$ cat src/rtl/ahbl_master_arbiter_if.sv
// AHB-Lite address/data bundle shared by the masters and the arbitrated bus.
// The master modport issues transfers; the slave modport answers them.
interface ahbl_master_arbiter_if;
    logic [31:0] HADDR;
    logic [1:0]  HTRANS;
    logic [2:0]  HSIZE;
    logic        HWRITE;
    logic [31:0] HWDATA;
    logic        HREADY;
    logic [31:0] HRDATA;

    modport master (
        output HADDR, HTRANS, HSIZE, HWRITE, HWDATA,
        input  HREADY, HRDATA
    );

    modport slave (
        input  HADDR, HTRANS, HSIZE, HWRITE, HWDATA,
        output HREADY, HRDATA
    );
endinterface

$ cat src/rtl/ahbl_master_arbiter.sv
// Two-master AHB-Lite arbiter: one master owns each address phase, the loser
// is buffered and stalled through its own HREADY until the bus takes it.
module ahbl_master_arbiter #(
    parameter bit ROUND_ROBIN = 1'b1
) (
    input  logic                  HCLK,
    input  logic                  HRESET,
    ahbl_master_arbiter_if.slave  m0,
    ahbl_master_arbiter_if.slave  m1,
    ahbl_master_arbiter_if.master bus
);

    localparam logic [1:0] OWN_NONE    = 2'd0;
    localparam logic [1:0] OWN_M0      = 2'd1;
    localparam logic [1:0] OWN_M1      = 2'd2;
    localparam logic [1:0] HTRANS_IDLE = 2'b00;
    localparam logic [1:0] HTRANS_NSEQ = 2'b10;

    logic [1:0]  pend_v;
    logic [31:0] pend_addr [2];
    logic [2:0]  pend_size [2];
    logic [1:0]  pend_write;
    logic [1:0]  data_own;
    logic        lock_v;
    logic        lock_id;
    logic        last_win;

    logic [31:0] in_addr [2];
    logic [2:0]  in_size [2];
    logic [1:0]  in_write;
    logic [1:0]  in_act;
    logic [1:0]  rdy;
    logic [1:0]  live;
    logic [1:0]  req;
    logic        grant;
    logic        any_req;
    logic        done;
    logic [31:0] src_addr;
    logic [2:0]  src_size;
    logic        src_write;

    always_comb begin
        in_addr[0] = m0.HADDR;
        in_addr[1] = m1.HADDR;
        in_size[0] = m0.HSIZE;
        in_size[1] = m1.HSIZE;
        in_write   = {m1.HWRITE, m0.HWRITE};
        in_act     = {m1.HTRANS[1], m0.HTRANS[1]};
    end

    // A master is held off only while its own captured transfer is queued,
    // except during its own data phase where the slave's HREADY passes through.
    always_comb begin
        rdy[0] = !pend_v[0];
        rdy[1] = !pend_v[1];
        if (data_own == OWN_M0) rdy[0] = bus.HREADY;
        if (data_own == OWN_M1) rdy[1] = bus.HREADY;
        if (HRESET) rdy = 2'b11;
    end

    assign live    = in_act & rdy;
    assign req     = pend_v | live;
    assign any_req = |req;
    assign done    = any_req & bus.HREADY;

    always_comb begin
        grant = 1'b0;
        unique case (1'b1)
            lock_v:
                grant = lock_id;
            !lock_v && (req == 2'b11):
                grant = ROUND_ROBIN ? !last_win : 1'b0;
            !lock_v && (req != 2'b11):
                grant = req[1] & !req[0];
        endcase
    end

    always_comb begin
        src_addr  = pend_v[grant] ? pend_addr[grant]  : in_addr[grant];
        src_size  = pend_v[grant] ? pend_size[grant]  : in_size[grant];
        src_write = pend_v[grant] ? pend_write[grant] : in_write[grant];
    end

    assign bus.HTRANS = (any_req && !HRESET) ? HTRANS_NSEQ : HTRANS_IDLE;
    assign bus.HADDR  = any_req ? src_addr  : 32'd0;
    assign bus.HSIZE  = any_req ? src_size  : 3'd0;
    assign bus.HWRITE = any_req ? src_write : 1'b0;

    always_comb begin
        case (data_own)
            OWN_M0:  bus.HWDATA = m0.HWDATA;
            OWN_M1:  bus.HWDATA = m1.HWDATA;
            default: bus.HWDATA = 32'd0;
        endcase
    end

    assign m0.HREADY = rdy[0];
    assign m1.HREADY = rdy[1];
    assign m0.HRDATA = bus.HRDATA;
    assign m1.HRDATA = bus.HRDATA;

    always_ff @(posedge HCLK or posedge HRESET) begin
        if (HRESET) begin
            pend_v     <= 2'b00;
            pend_write <= 2'b00;
            data_own   <= OWN_NONE;
            lock_v     <= 1'b0;
            lock_id    <= 1'b0;
            last_win   <= 1'b1;
            for (int x = 0; x < 2; x++) begin
                pend_addr[x] <= 32'd0;
                pend_size[x] <= 3'd0;
            end
        end else begin
            if (any_req) begin
                if (bus.HREADY) begin
                    data_own <= grant ? OWN_M1 : OWN_M0;
                    last_win <= grant;
                    lock_v   <= 1'b0;
                end else begin
                    lock_v  <= 1'b1;
                    lock_id <= grant;
                end
            end else if (bus.HREADY) begin
                data_own <= OWN_NONE;
            end
            // A live request that does not finish its address phase now is
            // parked so the bus is driven from stable registers afterwards.
            for (int x = 0; x < 2; x++) begin
                if (live[x] && !(done && grant == x[0])) begin
                    pend_v[x]     <= 1'b1;
                    pend_addr[x]  <= in_addr[x];
                    pend_size[x]  <= in_size[x];
                    pend_write[x] <= in_write[x];
                end else if (done && grant == x[0]) begin
                    pend_v[x] <= 1'b0;
                end
            end
        end
    end

endmodule

$ cat src/flat_wrapper.sv
// flat-port wrapper written by rule: the top's interface ports become plain ports
module ahbl_master_arbiter_flat 
#(
    parameter bit ROUND_ROBIN = 1'b1
)
  (HCLK, HRESET, m0_HADDR, m0_HTRANS, m0_HSIZE, m0_HWRITE, m0_HWDATA, m0_HREADY, m0_HRDATA, m1_HADDR, m1_HTRANS, m1_HSIZE, m1_HWRITE, m1_HWDATA, m1_HREADY, m1_HRDATA, bus_HADDR, bus_HTRANS, bus_HSIZE, bus_HWRITE, bus_HWDATA, bus_HREADY, bus_HRDATA);
  ahbl_master_arbiter_if m0_i ();
  ahbl_master_arbiter_if m1_i ();
  ahbl_master_arbiter_if bus_i ();
  input  logic HCLK;
  input  logic HRESET;
  input wire logic [$bits(m0_i.HADDR)-1:0] m0_HADDR;
  input wire logic [$bits(m0_i.HTRANS)-1:0] m0_HTRANS;
  input wire logic [$bits(m0_i.HSIZE)-1:0] m0_HSIZE;
  input wire logic [$bits(m0_i.HWRITE)-1:0] m0_HWRITE;
  input wire logic [$bits(m0_i.HWDATA)-1:0] m0_HWDATA;
  output wire logic [$bits(m0_i.HREADY)-1:0] m0_HREADY;
  output wire logic [$bits(m0_i.HRDATA)-1:0] m0_HRDATA;
  input wire logic [$bits(m1_i.HADDR)-1:0] m1_HADDR;
  input wire logic [$bits(m1_i.HTRANS)-1:0] m1_HTRANS;
  input wire logic [$bits(m1_i.HSIZE)-1:0] m1_HSIZE;
  input wire logic [$bits(m1_i.HWRITE)-1:0] m1_HWRITE;
  input wire logic [$bits(m1_i.HWDATA)-1:0] m1_HWDATA;
  output wire logic [$bits(m1_i.HREADY)-1:0] m1_HREADY;
  output wire logic [$bits(m1_i.HRDATA)-1:0] m1_HRDATA;
  output wire logic [$bits(bus_i.HADDR)-1:0] bus_HADDR;
  output wire logic [$bits(bus_i.HTRANS)-1:0] bus_HTRANS;
  output wire logic [$bits(bus_i.HSIZE)-1:0] bus_HSIZE;
  output wire logic [$bits(bus_i.HWRITE)-1:0] bus_HWRITE;
  output wire logic [$bits(bus_i.HWDATA)-1:0] bus_HWDATA;
  input wire logic [$bits(bus_i.HREADY)-1:0] bus_HREADY;
  input wire logic [$bits(bus_i.HRDATA)-1:0] bus_HRDATA;
  assign m0_i.HADDR = m0_HADDR;
  assign m0_i.HTRANS = m0_HTRANS;
  assign m0_i.HSIZE = m0_HSIZE;
  assign m0_i.HWRITE = m0_HWRITE;
  assign m0_i.HWDATA = m0_HWDATA;
  assign m0_HREADY = m0_i.HREADY;
  assign m0_HRDATA = m0_i.HRDATA;
  assign m1_i.HADDR = m1_HADDR;
  assign m1_i.HTRANS = m1_HTRANS;
  assign m1_i.HSIZE = m1_HSIZE;
  assign m1_i.HWRITE = m1_HWRITE;
  assign m1_i.HWDATA = m1_HWDATA;
  assign m1_HREADY = m1_i.HREADY;
  assign m1_HRDATA = m1_i.HRDATA;
  assign bus_HADDR = bus_i.HADDR;
  assign bus_HTRANS = bus_i.HTRANS;
  assign bus_HSIZE = bus_i.HSIZE;
  assign bus_HWRITE = bus_i.HWRITE;
  assign bus_HWDATA = bus_i.HWDATA;
  assign bus_i.HREADY = bus_HREADY;
  assign bus_i.HRDATA = bus_HRDATA;
  ahbl_master_arbiter #(.ROUND_ROBIN(ROUND_ROBIN)) u_core (.HCLK(HCLK), .HRESET(HRESET), .m0(m0_i), .m1(m1_i), .bus(bus_i));
endmodule
$ cat config.mk
export PLATFORM = sky130hd
export DESIGN_NAME = ahbl_master_arbiter_flat
export DESIGN_NICKNAME = d
export VERILOG_FILES = /design/src/rtl/ahbl_master_arbiter_if.sv /design/src/rtl/ahbl_master_arbiter.sv /design/src/flat_wrapper.sv
export SDC_FILE = /design/constraint.sdc
export NUM_CORES = 1
export LEC_CHECK = 0
export CORE_MARGIN = 4
export CORE_UTILIZATION = 42
export DETAILED_ROUTE_END_ITERATION = 12
export GPL_ROUTABILITY_DRIVEN = 1
export PLACE_DENSITY = 0.95
export SLEW_MARGIN = 20
export SYNTH_ARGS = -nofsm -noshare
export SYNTH_HDL_FRONTEND = slang
export SYNTH_SLANG_ARGS = --single-unit
$ cat constraint.sdc
create_clock -name HCLK -period 8.7 [get_ports HCLK]
set_clock_uncertainty 0.15 [all_clocks]
set_input_delay 2.61 -clock HCLK [delete_from_list [all_inputs] [get_ports HCLK]]
set_output_delay 2.61 -clock HCLK [all_outputs]
set_load 0.01 [all_outputs]
Word level (Yosys, flattened, before mapping)

Cells that the tools add are included.

Register bits after elaboration: 79
Input port bits: 175

Muxes and demuxes: 39
Reductions and logical operators: 20
Bitwise logic cells: 7
Order comparisons: 2
Eq/ne operators: 4

Operators by type and width:

| kind                                                        | count |
|---|---|
| 2-to-1 mux 32 bit                                           | 8 |
| case mux 32 bit (2 select lines)                            | 1 |
| 2-to-1 mux 3 bit                                            | 8 |
| 2-to-1 mux 1 bit                                            | 15 |
| 2-to-1 mux 2 bit                                            | 6 |
| zero test 1 bit                                             | 8 |
| logical AND 1 bit                                           | 7 |
| equality test 2 bit (second input constant)                 | 2 |
| AND reduction 2 bit                                         | 2 |
| nonzero test 2 bit                                          | 2 |
| case mux 1 bit (3 select lines)                             | 1 |
| bitwise AND 1 bit                                           | 2 |
| bitwise AND 2 bit                                           | 1 |
| equality test 2 x 1 -> 1 bit (second input constant)        | 1 |
| greater-or-equal comparator 2 bit (second input constant)   | 1 |
| less-than comparator 1 x 2 -> 1 bit (second input constant) | 1 |
| != test 2 bit (second input constant)                       | 1 |
| inverter 1 bit                                              | 2 |
| inverter 1 -> 2 bit                                         | 1 |
| OR 2 bit                                                    | 1 |
| OR reduction 2 bit                                          | 1 |

Longest topological paths before layout

Gate-level depths: netlist of the first run.

Depth after elaboration: 14
Mapped depth: 10

Worst setup path after synthesis of the first run

OpenSTA, ideal clock, no wires.

Kind: in2out
From: input port HRESET
To: output port m0_HREADY
Path slack: 1.220 ns
Arrival: 4.720 ns
Stages on the path: 2
Required time: 5.940 ns
Path buffers: 0
Cell sequence: inv_1 -> o211ai_1

Cells in the longest elaborated chain, start to end: 1

RTL lines:

| element            | line                      | text |
|---|---|---|
| start: declaration | flat_wrapper.sv:11        | `input logic HRESET;` |
| 2-to-1 mux 2 bit   | ahbl_master_arbiter.sv:58 | `if (HRESET) rdy = 2'b11;` |
| end: declaration   | flat_wrapper.sv:17        | `output wire logic [$bits(m0_i.HREADY)-1:0] m0_HREADY;` |

No other way between the ends.

Worst setup path in the final report of the first run

From: input port bus_HREADY
To: output port bus_HADDR[19]

Cells in the longest elaborated chain, start to end: 13
Elaborated cells between the ends (all ways): 24
Those cells by class: eq/ne: 2; mux: 14; bitwise: 4; reduce/logical: 4

RTL lines:

| element                                               | line                                                 | text |
|---|---|---|
| start: declaration                                    | flat_wrapper.sv:31                                   | `input wire logic [$bits(bus_i.HREADY)-1:0] bus_HREADY;` |
| 2-to-1 mux 1 bit, on equally long branches            | ahbl_master_arbiter.sv:56, ahbl_master_arbiter.sv:57 |  |
| 2-to-1 mux 2 bit (*)                                  | ahbl_master_arbiter.sv:58                            |  |
| bitwise AND 2 bit (*)                                 | ahbl_master_arbiter.sv:61                            | `assign live = in_act & rdy;` |
| OR 2 bit (*)                                          | ahbl_master_arbiter.sv:62                            | `assign req = pend_v \| live;` |
| != test 2 bit, or another cell as far along           | ahbl_master_arbiter.sv:73                            | `!lock_v && (req != 2'b11):` |
| logical AND 1 bit, or another cell as far along       | ahbl_master_arbiter.sv:73                            |  |
| case mux 1 bit (3 select lines)                       | ahbl_master_arbiter.sv:68                            | `unique case (1'b1)` |
| inverter 1 -> 2 bit (implied by the code)             | ahbl_master_arbiter.sv:79                            | `src_addr = pend_v[grant] ? pend_addr[grant] : in_addr[grant];` |
| 2-to-1 mux 32 bit (implied by the code) (3 in series) | ahbl_master_arbiter.sv:79                            |  |
| 2-to-1 mux 32 bit                                     | ahbl_master_arbiter.sv:79                            |  |
| 2-to-1 mux 32 bit (*)                                 | ahbl_master_arbiter.sv:85                            | `assign bus.HADDR = any_req ? src_addr : 32'd0;` |
| end: declaration                                      | flat_wrapper.sv:26                                   | `output wire logic [$bits(bus_i.HADDR)-1:0] bus_HADDR;` |

Every way passes the cells marked *; elsewhere a longest branch is shown, timed or not. The select of a mux whose other input is x is not followed.

==> results by group, run 1 <==
Routing
  – Routed Antenna Nets: 0
  – DRT iter0 DRCs: 196
  – Total number of vias: 4577
  – Vias per cell: 5.62
  – First-pass detailed-route iteration total: 5
  – Per-cell routed wire length: 22.3 um
  – Routed WL: 18100 um
  – Post-route DRC: 0

Power
  – Peak VDD IR: 201 uV
  – Power per cell area: roughly 350 mW/mm2
  – Leakage Power: 2.95 nW

Logic synthesis
  – YS warnings: 0
  – Sequential fraction of the synthesis area: 36.3%
  – Post-synth top flop: dfrtp_1
  – Yosys cell types: 39
  – Post-Syn Area: 0.00545 mm2
  – #FFs+latches synth: 79
  – Asr flop ratio synth: 100%
  – Top post-synthesis cells by area: dfrtp_1 36%, a211oi_1 9.9%, buf_4 9.0%
  – Post-synth top area share: a little over a third
  – Mean Syn Cell Area: about 11 um2
  – Number of flops mapped to enable cells by yosys: 0
  – Syn_nets: 689
  – Synth Instances: just over 500
  – Synth area leader: dfrtp_1

Timing
  – Worst slew pin tran: 0.997 ns
  – Setup TNS: 0 ns
  – Fmax: 122 MHz
  – Hold Vio Cnt, Final: 0
  – Final period util: 94.4%
  – Slew margin rel.: 33.5%
  – Finish-stage setup viols: 0
  – Crit path time final: 8.21 ns
  – Slew Viols, Final: 0
  – Setup repair after global routing missed its margin: false

Global routing
  – Vias in the first global route: approximately 5000
  – Tot GR Track Use: approximately a quarter
  – GR Layer Usage met1: between 20% and 30%
  – Maximum number of pins on one net before global-route repair: 80
  – Initial antenna violation count: 0
  – Global-route wire length before repair: 27400 um
  – GRT overflow: 0
  – GRT met2 Usage: a little over two fifths
  – GRT Max-Usage Layer: met2
  – Routing usage on met3: 5.48%

Critical path
  – CP Data Arrival Time: 5.45 ns
  – Critical path fanouts, max: 39
  – Crit Path Category: in2out
  – Critical Path End Type: output port
  – CP Buf/Inv Count: 3
  – Crit path max-delay cell type: clkdlybuf4s50_1
  – Worst path max stage delay: 0.60 ns
  – Crit-path cells: clkdlybuf4s50_1 > nor4b_4 > nor2_1 > a31oi_4 > buf_12 > a211oi_1 > a211oi_1 > clkdlybuf4s50_1
  – Startpoint type of the worst setup path: input port
  – Delay-heaviest family, CP: buffers and inverters
  – Critical Path RT: roughly 6 ns

Finish
  – Non-filler cells in the finished layout: 814
  – Seq. cell area: 0.00198 mm2
  – N_diodes: 0
  – Area growth from synthesis to layout: 37.3%
  – NumNets Final: 814
  – Layout cell share with drive strength beyond 1: roughly 18%
  – Area occupied by multi-input gates: 0.00273 mm2
  – Number of fill cells: about 1000

Floorplanning
  – Die Ht: approximately 120 um
  – Die width: 122 um
  – Starting Density: a little over two fifths
  – Total core area: ~0.013 mm2
  – IO Count: between 300 and 400
  – Rows: 41
  – Die area: 0.0149 mm2

Outcome
  – Outcome: completed

Clock tree
  – Reg clk slew, reported paths: 0.06 ns
  – H-tree depth: 3
  – Cts bufs inserted: 9
  – Worst-Skew Late Latency: around 0.33 ns
  – Clock root buffer: clkbuf_16
  – Clock sink count: 79
  – Post-CTS Resized: 0
  – Number of post-CTS setup repair buffers: 0
  – Longest Clk Path Bufs: 2
  – CTS Hold Bufs: 0
  – CTS tree: built

Place
  – Final HPWL DP: 13700 um
  – Port bufs: between 200 and 250
  – Post-Place Cells: 797
  – Gpl congestion: 0.859

Run
  – Maxcap violations: 0

Min path
  – Worst min path class: reg2reg
==> cell usage after synthesis (2+ instances only) <==
master    count
dfrtp_1      78
mux2_4       30
or2_2         3
a22oi_1      32
inv_1         5
buf_2         5
nor2_1       39
clkbuf_1     28
buf_4        65
ha_1          2
o211ai_1      2
a211oi_1     72
nand2_1       5
mux2_2       42
buf_6         5
buf_12        3
o21ai_0       3
nor2b_1      36
mux2i_1      37
==> flip-flops by register name, summed over array words and instances (netlist names) <==
register	cells
u_core.data_own	2
u_core.lock_id	1
u_core.pend_write	2
u_core.lock_v	1
u_core.pend_addr	64
u_core.pend_v	2
u_core.pend_size	6
u_core.last_win	1
==> layout make-up <==
type / instances / area share, %
multi-input cells: 321 / 36.5
repair buffers: 221 / 29.8
flip-flops and latches: 79 / 26.5
clock buffers: 9 / 3.01
well taps: 172 / 2.88
clock inverters: 7 / 1.05
inverters: 5 / 0.268
==> power breakdown <==
part / switching [mW] / internal (mW) / total (mW)
Sequential: 0.141 / 0.547 / 0.688
Clock: 0.159 / 0.225 / 0.384
Combinational: 0.688 / 0.829 / 1.52
Total: 0.988 / 1.60 / 2.59
==> cells in the final DEF (no fill, tap or decap), types with 2 or more instances in the layout <==
master	count
buf_4	6
inv_6	2
mux2_4	30
o21ai_0	3
dfrtp_1	76
dfrtp_2	2
nand2_1	5
clkbuf_16	9
or2_2	3
mux2_2	42
buf_12	3
clkdlybuf4s50_1	211
nor2b_1	36
a211oi_1	72
inv_1	4
mux2i_1	37
o211ai_1	2
nor2_1	38
nor2_4	2
ha_1	2
clkinvlp_4	3
a22oi_1	32
==> final timing paths <==
check | startpoint | endpoint | slack (ns) | cells past startpoint
max in group asynchronous | HRESET | u_core.pend_write[1]$_DFFE_PP0P_ | 5.04 | 3
min in group asynchronous | HRESET | u_core.pend_addr[28]$_DFFE_PP0P_ | 2.84 | 3
worst min register to register | u_core.pend_addr[45]$_DFFE_PP0P_ | u_core.pend_addr[45]$_DFFE_PP0P_ | 0.36 | 1
worst max register to register | u_core.pend_v[0]$_DFFE_PP0P_ | u_core.pend_addr[15]$_DFFE_PP0P_ | 4.95 | 7
worst min-delay path | u_core.pend_addr[45]$_DFFE_PP0P_ | u_core.pend_addr[45]$_DFFE_PP0P_ | 0.36 | 1
worst max-delay path | bus_HREADY | bus_HADDR[19] | 0.49 | 8
==> routing by layer <==
layer  routed length, um  part of all wire (%)  up-vias
met2                9450                    52      255
met5                   0                     0        -
met4                 665                   3.7        0
met3                1360                   7.5       56
li1                    -                     -     2052
met1                6630                    37     2214
==> logic make-up (layout without fill, tap and decap cells) <==
family / Yosys count / count (layout) / synth area share (%)
AOI/OAI and AO/OA: 119 / 119 / 16.5
other: 1 / 1 / 0.0689
muxes: 109 / 109 / 23.8
buffers and inverters: 112 / 242 / 13.9
DFF: 79 / 79 / 36.3
adders and majority gates: 2 / 2 / 0.459
and+or+nand+nor: 90 / 90 / 8.98
==> metrics by stage <==
stage               hold slack (ns)  power, mW  instance area [um2]  utilization, %  worst slack [ns]
floorplan                     0.330       1.56                 5450               -              1.22
global placement              0.339       2.13                 7150            56.4             0.570
detailed placement            0.345       2.19                 7150            56.4             0.500
CTS                           0.359       2.59                 7450            58.8             0.510
global route                  0.375       2.74                 7470            59.0             0.292
finish                        0.358       2.59                 7470            59.0             0.485
Power figures use the tool's default switching activity.
==> inputs of run 2 (changes only) <==
--- a/config.mk
+++ b/config.mk
@@ -5,12 +5,14 @@
 export SDC_FILE = /design/constraint.sdc
 export NUM_CORES = 1
 export LEC_CHECK = 0
+export ABC_CLOCK_PERIOD_IN_PS = 8700
+export CAP_MARGIN = 20
 export CORE_MARGIN = 4
 export CORE_UTILIZATION = 42
 export DETAILED_ROUTE_END_ITERATION = 12
 export GPL_ROUTABILITY_DRIVEN = 1
 export PLACE_DENSITY = 0.95
-export SLEW_MARGIN = 20
+export SLEW_MARGIN = 25
 export SYNTH_ARGS = -nofsm -noshare
 export SYNTH_HDL_FRONTEND = slang
 export SYNTH_SLANG_ARGS = --single-unit
==> results by group, run 2 (synthesis results as in run 1) <==
Finish
  – Commonest cells after routing, fill and taps aside: 211 x clkdlybuf4s50_1, 76 x dfrtp_1, 72 x a211oi_1 (unchanged)
  – NumNets Final: 814 (unchanged)
  – N_diodes: 0 (unchanged)
  – Area growth from synthesis to layout: 37.6% (was 37.3%)
  – Layout cell share with drive strength beyond 1: 17.8% (was 17.9%)
  – Fin util: 59.1% (was 59.0%)
  – Max reg flops: 64 (unchanged)
  – Most common cell after layout, fill and taps aside: clkdlybuf4s50_1 (unchanged)
  – Largest regs: u_core.pend_addr (64), u_core.pend_size (6) (unchanged)
  – Reg with most FFs: u_core.pend_addr (unchanged)

Routing
  – Post-route DRC: 0 (unchanged)
  – Per-cell routed wire length: 22.1 um (was 22.3 um)
  – DRT iter0 DRCs: 244 (was 196)
  – Routed Antenna Nets: 0 (unchanged)
  – Vias per cell: 5.59 (was 5.62)
  – Total number of vias: 4550 (was 4577)
  – Routed WL: 18000 um (was 18100 um)
  – First-pass detailed-route iteration total: 5 (unchanged)

Critical path
  – Worst path max stage delay: 0.61 ns (was 0.60 ns)
  – Delay-heaviest family, CP: buffers and inverters (unchanged)
  – Crit path max-delay cell type: clkdlybuf4s50_1 (unchanged)
  – Critical path fanouts, max: 39 (unchanged)
  – CP Depth: 8 (unchanged)
  – Worst Setup SP: bus_HREADY (unchanged)
  – Worst Reg-to-Reg Cells: 7 (unchanged)
  – CP Buf/Inv Count: 3 (unchanged)
  – Startpoint type of the worst setup path: input port (unchanged)
  – CP Data Arrival Time: 5.49 ns (was 5.45 ns)
  – R2r setup slk: 4.96 ns (was 4.95 ns)
  – Crit-path cells: clkdlybuf4s50_1 > nor4b_4 > nor2_1 > a31oi_4 > buf_12 > a211oi_1 > a211oi_1 > clkdlybuf4s50_1 (unchanged)
  – Critical Path End Type: output port (unchanged)
  – R2R Path Start: u_core.pend_v[0]$_DFFE_PP0P_ (unchanged)
  – Crit Path Category: in2out (unchanged)
  – Crit path to: bus_HADDR[19] (unchanged)
  – FF-to-FF End: u_core.pend_addr[15]$_DFFE_PP0P_ (unchanged)
  – Critical Path RT: 5.94 ns (about the same)

Power
  – Switching Share: 37.3% (was 38.2%)
  – Leakage Power: 2.96 nW (was 2.95 nW)
  – Logic gate share of total power: 58.4% (was 58.6%)
  – Peak VDD IR: 224 uV (was 201 uV)
  – P_sw: 967 uW (was 988 uW)
  – Clock power frac: 15.1% (was 14.8%)
  – Reg power frac: 26.6% (about the same)
  – Pint: 1.63 mW (was 1.60 mW)
  – Power per cell area: 346 mW/mm2 (about the same)

Timing
  – Setup repair after global routing missed its margin: false (unchanged)
  – Finish-stage setup viols: 0 (unchanged)
  – Slew Viols, Final: 0 (unchanged)
  – Hold_ws: 0.355 ns (was 0.358 ns)
  – Crit path time final: 8.25 ns (was 8.21 ns)
  – Slew margin rel.: 51.8% (was 33.5%)
  – Worst slew pin tran: 0.723 ns (was 0.997 ns)
  – Hold Vio Cnt, Final: 0 (unchanged)
  – Fmax: 121 MHz (was 122 MHz)
  – Final period util: 94.9% (was 94.4%)
  – Setup TNS: 0 ns (unchanged)
  – Setup ws final: 0.447 ns (was 0.485 ns)

Place
  – Dpl ws: 0.460 ns (was 0.500 ns)
  – Final HPWL DP: 13800 um (was 13700 um)
  – Gpl congestion: 0.859 (unchanged)
  – Port bufs: 211 (unchanged)

Global routing
  – GRT overflow: 0 (unchanged)
  – Vias in the first global route: 4882 (was 4869)
  – Tot GR Track Use: 23.4% (was 23.9%)
  – Global-route wire length before repair: 27000 um (was 27400 um)
  – Maximum number of pins on one net before global-route repair: 80 (unchanged)
  – Initial antenna violation count: 0 (unchanged)

Clock tree
  – Reg clk slew, reported paths: 0.06 ns (about the same)
  – Post-CTS Resized: 0 (unchanged)
  – H-tree depth: 3 (unchanged)
  – Worst-Skew Late Latency: 0.33 ns (about the same)
  – Clock sink count: 79 (unchanged)
  – CTS tree: built (unchanged)
  – Cts bufs inserted: 9 (unchanged)
  – Longest Clk Path Bufs: 2 (unchanged)
  – CTS Hold Bufs: 0 (unchanged)
  – Clock root buffer: clkbuf_16 (unchanged)
  – Number of post-CTS setup repair buffers: 0 (unchanged)

Floorplanning
  – Die Ht: 122 um (unchanged)
  – Total core area: 0.0127 mm2 (unchanged)
  – IO Count: 311 (unchanged)
  – Rows: 41 (unchanged)
  – Die width: 122 um (unchanged)
  – Die area: 0.0149 mm2 (unchanged)
  – Starting Density: 43.0% (unchanged)

Min path
  – Worst min path class: reg2reg (unchanged)

Outcome
  – Outcome: completed (unchanged)

Run
  – Maxcap violations: 0 (unchanged)
-- run 2: worst min-delay path by stage --
stage	startpoint	to	slack [ns]	cells after the start
floorplan	u_core.pend_addr[32]$_DFFE_PP0P_	u_core.pend_addr[32]$_DFFE_PP0P_	0.33	1
global route	u_core.pend_addr[49]$_DFFE_PP0P_	u_core.pend_addr[49]$_DFFE_PP0P_	0.37	1
detailed placement	u_core.pend_addr[20]$_DFFE_PP0P_	u_core.pend_addr[20]$_DFFE_PP0P_	0.34	1
CTS	u_core.pend_addr[40]$_DFFE_PP0P_	u_core.pend_addr[40]$_DFFE_PP0P_	0.36	1
global placement	u_core.pend_addr[32]$_DFFE_PP0P_	u_core.pend_addr[32]$_DFFE_PP0P_	0.34	1
finish	u_core.pend_addr[50]$_DFFE_PP0P_	u_core.pend_addr[50]$_DFFE_PP0P_	0.35	1
-- run 2: worst reg2reg max path: stages (launching register included) --
cell,delay (ns)
dfrtp_2,0.61
buf_4,0.39
or4b_4,0.63
and2_4,0.18
a22oi_2,0.21
o211a_2,0.58
buf_4,0.49
mux2_2,0.40
-- run 2: cell type report --
| cell class | count | area (um2) |
|---|---|---|
| sequential | 79 | 1980 |
| multi-input combinational | 321 | 2730 |
| clock buffer | 14 | 274 |
| tap | 172 | 215 |
| fill | 998 | 5180 |
| inverter | 5 | 20.0 |
| clock inverter | 2 | 37.5 |
| timing repair buffer | 221 | 2240 |
-- run 2: through the flow --
stage / std cells / power, mW / cell area [um2]
6_report: 814 / 2.59 / 7490
5_1_grt: 814 / 2.75 / 7490
4_1_cts: 814 / 2.61 / 7490
3_5_place_dp: 798 / 2.20 / 7170
3_3_place_gp: 797 / 2.13 / 7150
2_1_floorplan: 512 / 1.56 / 5450
-- run 2: power by group through the flow --
stage | Combinational [mW] | Sequential, mW | Clock [mW]
4_1_cts | 1.52 | 0.686 | 0.399
5_1_grt | 1.63 | 0.709 | 0.413
6_report | 1.51 | 0.689 | 0.390
3_3_place_gp | 1.46 | 0.669 | 0
3_5_place_dp | 1.51 | 0.688 | 0
2_1_floorplan | 0.944 | 0.620 | 0
-- run 2: routing by layer --
metal	share of wire [%]	routed length [um]	global-route usage (%)	vias up
li1	-	-	-	2041
met1	36	6430	26.9	2181
met2	52	9380	41.3	278
met3	8.9	1600	6.45	50
met4	3.3	595	9.38	0
met5	0	0	0	-
